**config.mk**
```make
export PLATFORM = sky130hd
export DESIGN_NAME = muldiv_sequencer_flat
export DESIGN_NICKNAME = d
export VERILOG_FILES = /design/src/rtl/muldiv_sequencer_if.sv /design/src/rtl/muldiv_sequencer.sv /design/src/flat_wrapper.sv
export SDC_FILE = /design/constraint.sdc
export NUM_CORES = 1
export LEC_CHECK = 0
export CORE_MARGIN = 5
export CORE_UTILIZATION = 37
export DETAILED_ROUTE_END_ITERATION = 8
export PLACE_DENSITY_LB_ADDON = 0.15
export RECOVER_POWER = 25
export SLEW_MARGIN = 20
export SYNTH_ARGS = -nofsm -noshare
export SYNTH_HDL_FRONTEND = slang
export SYNTH_SLANG_ARGS = --single-unit
export TNS_END_PERCENT = 50
```
**constraint.sdc**
```tcl
create_clock -name clk -period 1.8 [get_ports clk]
set_input_delay 0.27 -clock clk [delete_from_list [all_inputs] [get_ports clk]]
set_output_delay 0.27 -clock clk [all_outputs]
set_load 0.02 [all_outputs]
```
**src/rtl/muldiv_sequencer_if.sv**
```systemverilog
// muldiv_sequencer_if: issue, shared-multiplier and writeback signals of the
// M-extension sequencer.
// master = core side (execute stage, shared multiplier output, writeback)
// slave  = the sequencer itself
interface muldiv_sequencer_if #(
    parameter int XLEN = 32
);
    logic              issue_valid;
    logic [2:0]        issue_op;
    logic [XLEN-1:0]   issue_a;
    logic [XLEN-1:0]   issue_b;
    logic [4:0]        issue_rd;
    logic              flush;
    logic              mul_start;
    logic [XLEN-1:0]   mul_a;
    logic [XLEN-1:0]   mul_b;
    logic              mul_sa;
    logic              mul_sb;
    logic [2*XLEN-1:0] mul_prod;
    logic              stall;
    logic              busy;
    logic              wb_valid;
    logic [4:0]        wb_rd;
    logic [XLEN-1:0]   wb_data;
    logic              illegal;

    modport master (
        output issue_valid, issue_op, issue_a, issue_b, issue_rd, flush, mul_prod,
        input  mul_start, mul_a, mul_b, mul_sa, mul_sb, stall, busy,
               wb_valid, wb_rd, wb_data, illegal
    );

    modport slave (
        input  issue_valid, issue_op, issue_a, issue_b, issue_rd, flush, mul_prod,
        output mul_start, mul_a, mul_b, mul_sa, mul_sb, stall, busy,
               wb_valid, wb_rd, wb_data, illegal
    );
endinterface

```
**src/rtl/muldiv_sequencer.sv**
```systemverilog
// muldiv_sequencer: M-extension sequencer beside the execute stage.
// Launches the shared pipelined multiplier, runs a radix-2 restoring divider,
// stalls the front end while busy and emits one writeback beat per op.
// Build option MULDIV_DIV_EN: when defined the divider is included; when
// undefined every op>=4 completes in one cycle with illegal=1, wb_data=0.
//
// state    | meaning
// IDLE     | waiting; accepts an op when issue_valid and no flush
// MUL_WAIT | multiplier in flight, counting down to product capture
// DIV_RUN  | restoring divider, one quotient bit per cycle
// DONE     | writeback beat presented for exactly one cycle
module muldiv_sequencer #(
    parameter int MUL_LAT = 2,
    parameter int XLEN    = 32
) (
    input logic               clk,
    input logic               reset,
    muldiv_sequencer_if.slave bus
);
    localparam int CNT_W = $clog2(((XLEN > MUL_LAT) ? XLEN : MUL_LAT) + 1);

    typedef enum logic [1:0] {IDLE, MUL_WAIT, DIV_RUN, DONE} seqState;

    seqState          stateReg, stateNext;
    logic [CNT_W-1:0] cnt;
    logic [4:0]       rdReg;
    logic [XLEN-1:0]  resultReg, mulAReg, mulBReg;
    logic             mulSaReg, mulSbReg, mulStartReg, mulLow, illegalReg;
    logic             accept;

    assign accept = (stateReg == IDLE) && bus.issue_valid && !bus.flush;

`ifdef MULDIV_DIV_EN
    logic [XLEN-1:0] remReg, quoReg, divisorReg;
    logic            negQ, negR, divRem, divSpecial;
    logic            signedDiv, aNeg, bNeg, bZero, divOvf;
    logic [XLEN:0]   divShift, divDiff;

    // Classify divide operands at entry and form one restoring trial subtract.
    always_comb begin
        signedDiv = !bus.issue_op[0];
        aNeg      = signedDiv && bus.issue_a[XLEN-1];
        bNeg      = signedDiv && bus.issue_b[XLEN-1];
        bZero     = (bus.issue_b == '0);
        divOvf    = signedDiv && (bus.issue_a == {1'b1, {(XLEN-1){1'b0}}})
                    && (bus.issue_b == '1);
        divShift  = {remReg, quoReg[XLEN-1]};
        divDiff   = divShift - {1'b0, divisorReg};
    end
`endif

    // State register.
    always_ff @(posedge clk or negedge reset) begin
        if (!reset) stateReg <= IDLE;
        else        stateReg <= stateNext;
    end

    // Next-state logic; flush in a busy state abandons the op without a beat.
    always_comb begin
        stateNext = stateReg;
        case (stateReg)
            IDLE: begin
                if (accept) begin
                    if (!bus.issue_op[2]) stateNext = MUL_WAIT;
`ifdef MULDIV_DIV_EN
                    else                  stateNext = DIV_RUN;
`else
                    else                  stateNext = DONE;
`endif
                end
            end
            MUL_WAIT: begin
                if (bus.flush)      stateNext = IDLE;
                else if (cnt == '0) stateNext = DONE;
            end
            DIV_RUN: begin
`ifdef MULDIV_DIV_EN
                if (bus.flush)                       stateNext = IDLE;
                else if (divSpecial || (cnt == '0)) stateNext = DONE;
`else
                stateNext = IDLE;
`endif
            end
            DONE:    stateNext = IDLE;
            default: stateNext = IDLE;
        endcase
    end

    // Operand latch, multiplier launch, counters and divider datapath.
    always_ff @(posedge clk or negedge reset) begin
        if (!reset) begin
            cnt         <= '0;
            rdReg       <= '0;
            resultReg   <= '0;
            mulAReg     <= '0;
            mulBReg     <= '0;
            mulSaReg    <= 1'b0;
            mulSbReg    <= 1'b0;
            mulStartReg <= 1'b0;
            mulLow      <= 1'b0;
            illegalReg  <= 1'b0;
`ifdef MULDIV_DIV_EN
            remReg      <= '0;
            quoReg      <= '0;
            divisorReg  <= '0;
            negQ        <= 1'b0;
            negR        <= 1'b0;
            divRem      <= 1'b0;
            divSpecial  <= 1'b0;
`endif
        end else begin
            mulStartReg <= 1'b0;
            case (stateReg)
                IDLE: begin
                    if (accept) begin
                        rdReg      <= bus.issue_rd;
                        illegalReg <= 1'b0;
                        if (!bus.issue_op[2]) begin
                            mulAReg     <= bus.issue_a;
                            mulBReg     <= bus.issue_b;
                            mulSaReg    <= (bus.issue_op != 3'd3);
                            mulSbReg    <= !bus.issue_op[1];
                            mulLow      <= (bus.issue_op[1:0] == 2'b00);
                            mulStartReg <= 1'b1;
                            cnt         <= CNT_W'(MUL_LAT);
                        end else begin
`ifdef MULDIV_DIV_EN
                            divRem     <= bus.issue_op[1];
                            remReg     <= '0;
                            quoReg     <= aNeg ? -bus.issue_a : bus.issue_a;
                            divisorReg <= bNeg ? -bus.issue_b : bus.issue_b;
                            negQ       <= aNeg ^ bNeg;
                            negR       <= aNeg;
                            cnt        <= CNT_W'(XLEN);
                            divSpecial <= bZero || divOvf;
                            // Special cases resolve now; DIV_RUN only forwards them.
                            if (bZero)       resultReg <= bus.issue_op[1] ? bus.issue_a : '1;
                            else if (divOvf) resultReg <= bus.issue_op[1] ? '0 : bus.issue_a;
`else
                            resultReg  <= '0;
                            illegalReg <= 1'b1;
`endif
                        end
                    end
                end
                MUL_WAIT: begin
                    if (!bus.flush) begin
                        if (cnt != '0) cnt <= cnt - 1'b1;
                        else resultReg <= mulLow ? bus.mul_prod[XLEN-1:0]
                                                 : bus.mul_prod[2*XLEN-1:XLEN];
                    end
                end
                DIV_RUN: begin
`ifdef MULDIV_DIV_EN
                    if (!bus.flush && !divSpecial) begin
                        if (cnt != '0) begin
                            cnt <= cnt - 1'b1;
                            if (!divDiff[XLEN]) begin
                                remReg <= divDiff[XLEN-1:0];
                                quoReg <= {quoReg[XLEN-2:0], 1'b1};
                            end else begin
                                remReg <= divShift[XLEN-1:0];
                                quoReg <= {quoReg[XLEN-2:0], 1'b0};
                            end
                        end else begin
                            resultReg <= divRem ? (negR ? -remReg : remReg)
                                                : (negQ ? -quoReg : quoReg);
                        end
                    end
`endif
                end
                default: ;
            endcase
        end
    end

    assign bus.mul_start = mulStartReg;
    assign bus.mul_a     = mulAReg;
    assign bus.mul_b     = mulBReg;
    assign bus.mul_sa    = mulSaReg;
    assign bus.mul_sb    = mulSbReg;
    assign bus.busy      = (stateReg != IDLE);
    assign bus.stall     = ((stateReg == IDLE) && bus.issue_valid)
                           || (stateReg == MUL_WAIT) || (stateReg == DIV_RUN);
    assign bus.wb_valid  = (stateReg == DONE);
    assign bus.wb_rd     = bus.wb_valid ? rdReg : 5'd0;
    assign bus.wb_data   = bus.wb_valid ? resultReg : '0;
    assign bus.illegal   = bus.wb_valid && illegalReg;
endmodule

```
**src/flat_wrapper.sv**
```systemverilog
// flat-port wrapper written by rule: the top's interface ports become plain ports
module muldiv_sequencer_flat 
#(
    parameter int MUL_LAT = 2,
    parameter int XLEN    = 32
)
  (clk, reset, bus_issue_valid, bus_issue_op, bus_issue_a, bus_issue_b, bus_issue_rd, bus_flush, bus_mul_prod, bus_mul_start, bus_mul_a, bus_mul_b, bus_mul_sa, bus_mul_sb, bus_stall, bus_busy, bus_wb_valid, bus_wb_rd, bus_wb_data, bus_illegal);
  muldiv_sequencer_if #(.XLEN(XLEN)) bus_i ();
  input logic clk;
  input logic reset;
  input wire logic [$bits(bus_i.issue_valid)-1:0] bus_issue_valid;
  input wire logic [$bits(bus_i.issue_op)-1:0] bus_issue_op;
  input wire logic [$bits(bus_i.issue_a)-1:0] bus_issue_a;
  input wire logic [$bits(bus_i.issue_b)-1:0] bus_issue_b;
  input wire logic [$bits(bus_i.issue_rd)-1:0] bus_issue_rd;
  input wire logic [$bits(bus_i.flush)-1:0] bus_flush;
  input wire logic [$bits(bus_i.mul_prod)-1:0] bus_mul_prod;
  output wire logic [$bits(bus_i.mul_start)-1:0] bus_mul_start;
  output wire logic [$bits(bus_i.mul_a)-1:0] bus_mul_a;
  output wire logic [$bits(bus_i.mul_b)-1:0] bus_mul_b;
  output wire logic [$bits(bus_i.mul_sa)-1:0] bus_mul_sa;
  output wire logic [$bits(bus_i.mul_sb)-1:0] bus_mul_sb;
  output wire logic [$bits(bus_i.stall)-1:0] bus_stall;
  output wire logic [$bits(bus_i.busy)-1:0] bus_busy;
  output wire logic [$bits(bus_i.wb_valid)-1:0] bus_wb_valid;
  output wire logic [$bits(bus_i.wb_rd)-1:0] bus_wb_rd;
  output wire logic [$bits(bus_i.wb_data)-1:0] bus_wb_data;
  output wire logic [$bits(bus_i.illegal)-1:0] bus_illegal;
  assign bus_i.issue_valid = bus_issue_valid;
  assign bus_i.issue_op = bus_issue_op;
  assign bus_i.issue_a = bus_issue_a;
  assign bus_i.issue_b = bus_issue_b;
  assign bus_i.issue_rd = bus_issue_rd;
  assign bus_i.flush = bus_flush;
  assign bus_i.mul_prod = bus_mul_prod;
  assign bus_mul_start = bus_i.mul_start;
  assign bus_mul_a = bus_i.mul_a;
  assign bus_mul_b = bus_i.mul_b;
  assign bus_mul_sa = bus_i.mul_sa;
  assign bus_mul_sb = bus_i.mul_sb;
  assign bus_stall = bus_i.stall;
  assign bus_busy = bus_i.busy;
  assign bus_wb_valid = bus_i.wb_valid;
  assign bus_wb_rd = bus_i.wb_rd;
  assign bus_wb_data = bus_i.wb_data;
  assign bus_illegal = bus_i.illegal;
  muldiv_sequencer #(.MUL_LAT(MUL_LAT), .XLEN(XLEN)) u_core (.clk(clk), .reset(reset), .bus(bus_i));
endmodule
```
==> results by group <==
Outcome
  • Status: finished, final reports clean

Place
  • Final GP Congestion: 0.828
  • Dpl hpwl: 11200 µm
  • IO buf count: 247

CTS
  • Clock Sinks: 114
  • Root buf cell: clkbuf_16
  • H-tree levels: 4
  • CTS Buffer Depth: 2
  • Clock-pin slew on the worst setup and hold paths: 50 ps
  • CTS tree: done
  • Later-pin clock latency in the skew report: 400 ps
  • CTS Buf Count: 17

Power and ir drop
  • Power per cell area: 1250 nW/µm²
  • Max VDD drop: 0.000604 V
  • Leakage dissipation: 4.17 nW

Critical path
  • CP max-delay cell: or3b_4
  • Crit path kind: flop to flop
  • Top delay family on crit path: simple AND/OR/NAND/NOR gates
  • Worst r2r path cells: 7
  • Crit path largest cell delay: 410 ps
  • Worst Setup End Kind: flop
  • Crit Path Max Fanout: 8
  • CP Buf/Inv Count: 2
  • CP Cell Sequence: inv_2, ha_4, or3b_4, nor3_4, nand2_4, clkbuf_16, o2bb2ai_2
  • Worst EP arrival: 2130 ps
  • CP Data Required Time: 2130 ps
  • Instance count on the critical path: 7
  • Startpoint types: flop

STA
  • Final setup violation count: 0
  • Final Hold Vio Count: 0
  • Min cycle time layout: 1800 ps
  • Hold_ws: 390 ps
  • Tcrit/Tclk final: 100%
  • Max-slew violations: 0
  • RSZ-0062 raised after global routing: true
  • Headroom to the max-slew limit: 32.1%
  • Setup TNS: 0 ps
  • Clock Skew: 10.0 ps
  • Slew @ Worst Pin: 1020 ps
  • Fmax: 0.556 GHz

Floorplan
  • Die W: 127 µm
  • Total core area: 13300 µm²
  • Vert. Die Dim: 127 µm
  • Rows: 42
  • Starting Density: 37.8%
  • Die ar.: 16000 µm²
  • # IOs: 248

Route
  • Via/cell ratio: 4.72
  • Via count: 4534
  • DRT iter0 DRCs: 146
  • Post-route ant nets: 0
  • DRC viols: 0
  • Drt pass-1 iters: 4
  • Routed WL: 16000 µm
  • Wire length per cell: 16.7 µm

Logic synthesis
  • Yosys top cell area share: 56.7%
  • Area leader, netlist: dfrtp_1
  • Yosys reg bits: 114
  • Synth unique cells: 33
  • Syn Area/Cell: 9.94 µm²
  • Share of the yosys chip area belonging to registers: 56.7%
  • Mapped Area: 5030 µm²
  • Synth top area cells: dfrtp_1 (57%), nand2_1 (15%), mux2i_1 (6.6%)
  • Ys Warns: 0
  • Cells after synthesis: 506
  • Syn Nets: 648

Global routing
  • Tot GR Track Use: 19.0%
  • First-pass GRT wire length: 24500 µm
  • Grt ovf: 0
  • Vias in the first global route: 4779
  • Pin count of the biggest net entering global routing: 115
  • Initial antenna violation count: 0

Cells and area
  • Commonest non-fill, non-tap cell in the layout: clkdlybuf4s50_1
  • Syn-to-layout area delta: 76.2%
  • Layout cells sized above 1: 19.3%
  • Most frequent cells in the layout: clkdlybuf4s50_1 (205), nand2_1 (197), dfrtp_1 (112)
  • Layout net count: 914
  • Fill count: 1032
  • # diodes: 0

Hold path
  • Hold Path Class: input port to flop
  • Worst Hold Depth: 3

Flow run
  • Total of max-cap violations: 0
-- worst paths after layout --
path | start | to | slack (ps)
worst max-delay path | u_core.cnt[1] | u_core.resultReg[11] | 0.3
worst min-delay path | bus_issue_b[0] | u_core.bus.mul_b[0] | 390
worst max register to register | u_core.cnt[1] | u_core.resultReg[11] | 0.3
worst min register to register | u_core.bus.mul_b[4] | u_core.bus.mul_b[4] | 470
max in group asynchronous | reset | u_core.mulLow | 380
min in group asynchronous | reset | u_core.resultReg[8] | 690
-- cell families (layout without fill, tap and decap cells) --
kind of cell	Yosys count	after routing	share of synthesized area [%]
simple gates	261	261	22.6
mux	39	39	7.91
flops	114	114	56.7
fa+ha+maj	2	2	0.497
buf+inv	41	319	4.53
compound gates	49	49	7.74
-- final cells by class --
type / instances / area [µm²] / area share [%]
inverter: 7 / 28.8 / 0.325
timing repair buffer: 281 / 2850 / 32.1
multi-input combinational: 351 / 2330 / 26.3
clock buffer: 22 / 474 / 5.35
sequential: 114 / 2860 / 32.2
clock inverter: 9 / 106 / 1.20
tap: 176 / 220 / 2.49
-- cell usage after synthesis, drive strengths merged --
cell,n
clkbuf,19
o41ai,1
dfrtp,114
a31oi,1
nor3b,1
and2,1
nand2b,4
a32o,1
ha,2
or3b,1
nor2,9
or2,2
a211oi,1
o21ai,6
mux2,6
mux2i,33
o2bb2ai,32
and3,38
nor3,3
buf,15
nand4,1
o22a,1
clkinv,1
inv,6
nand2,198
o31ai,2
o211ai,1
nor2b,2
nor4b,1
a21oi,3
-- worst reg2reg max path: stages (launching register included) --
cell and delay [ps]:
dfrtp_1 390, inv_2 90, ha_4 150, or3b_4 410, nor3_4 230, nand2_4 130
clkbuf_16 200, o2bb2ai_2 150
-- metal layers --
metal | track usage, % | up-vias | part of all wire, %
li1 | - | 2222 | -
met3 | 9.63 | 22 | 12
met4 | 6.69 | 0 | 1.9
met5 | 0 | - | 0
met2 | 30.5 | 189 | 47
met1 | 22.1 | 2101 | 39
-- state kept, by name, summed over array words and instances (netlist names) --
register / flops
u_core.rdReg: 5
u_core.bus.mul_sa: 1
u_core.resultReg: 32
u_core.illegalReg: 1
u_core.bus.mul_start: 1
u_core.bus.mul_sb: 1
u_core.cnt: 6
u_core.stateReg: 2
u_core.bus.mul_b: 32
u_core.bus.mul_a: 32
u_core.mulLow: 1
-- through the flow --
step / utilization (%) / std cells / setup slack, ps / instance area (µm²) / power, W
floorplan: - / 506 / 56.9 / 5030 / 0.00548
global placement: 58.8 / 920 / -51.3 / 7820 / 0.00720
detailed placement: 58.8 / 920 / -96.7 / 7820 / 0.00730
CTS: 63.3 / 954 / 0.114 / 8410 / 0.0106
global route: 66.6 / 960 / -86.0 / 8860 / 0.0116
finish: 66.6 / 960 / 0.295 / 8860 / 0.0110
-- report_power, final --
group          internal (W)  switching (W)  total [W]  leakage (nW)
sequential          0.00335       0.000580    0.00393          1.46
clock               0.00213        0.00113    0.00326         0.278
combinational       0.00206        0.00178    0.00384          2.43
total               0.00755        0.00349     0.0110          4.17
-- what timing repair did --
action	in CTS	in global routing
hold endpoints to repair	114	0
gates cloned	0	3
hold buffers	1	0
resized for setup	115	70
setup endpoints to repair	75	81
buffers inserted	2	3
pin swaps	0	20
Note: power is estimated with default switching activity, not from simulation.
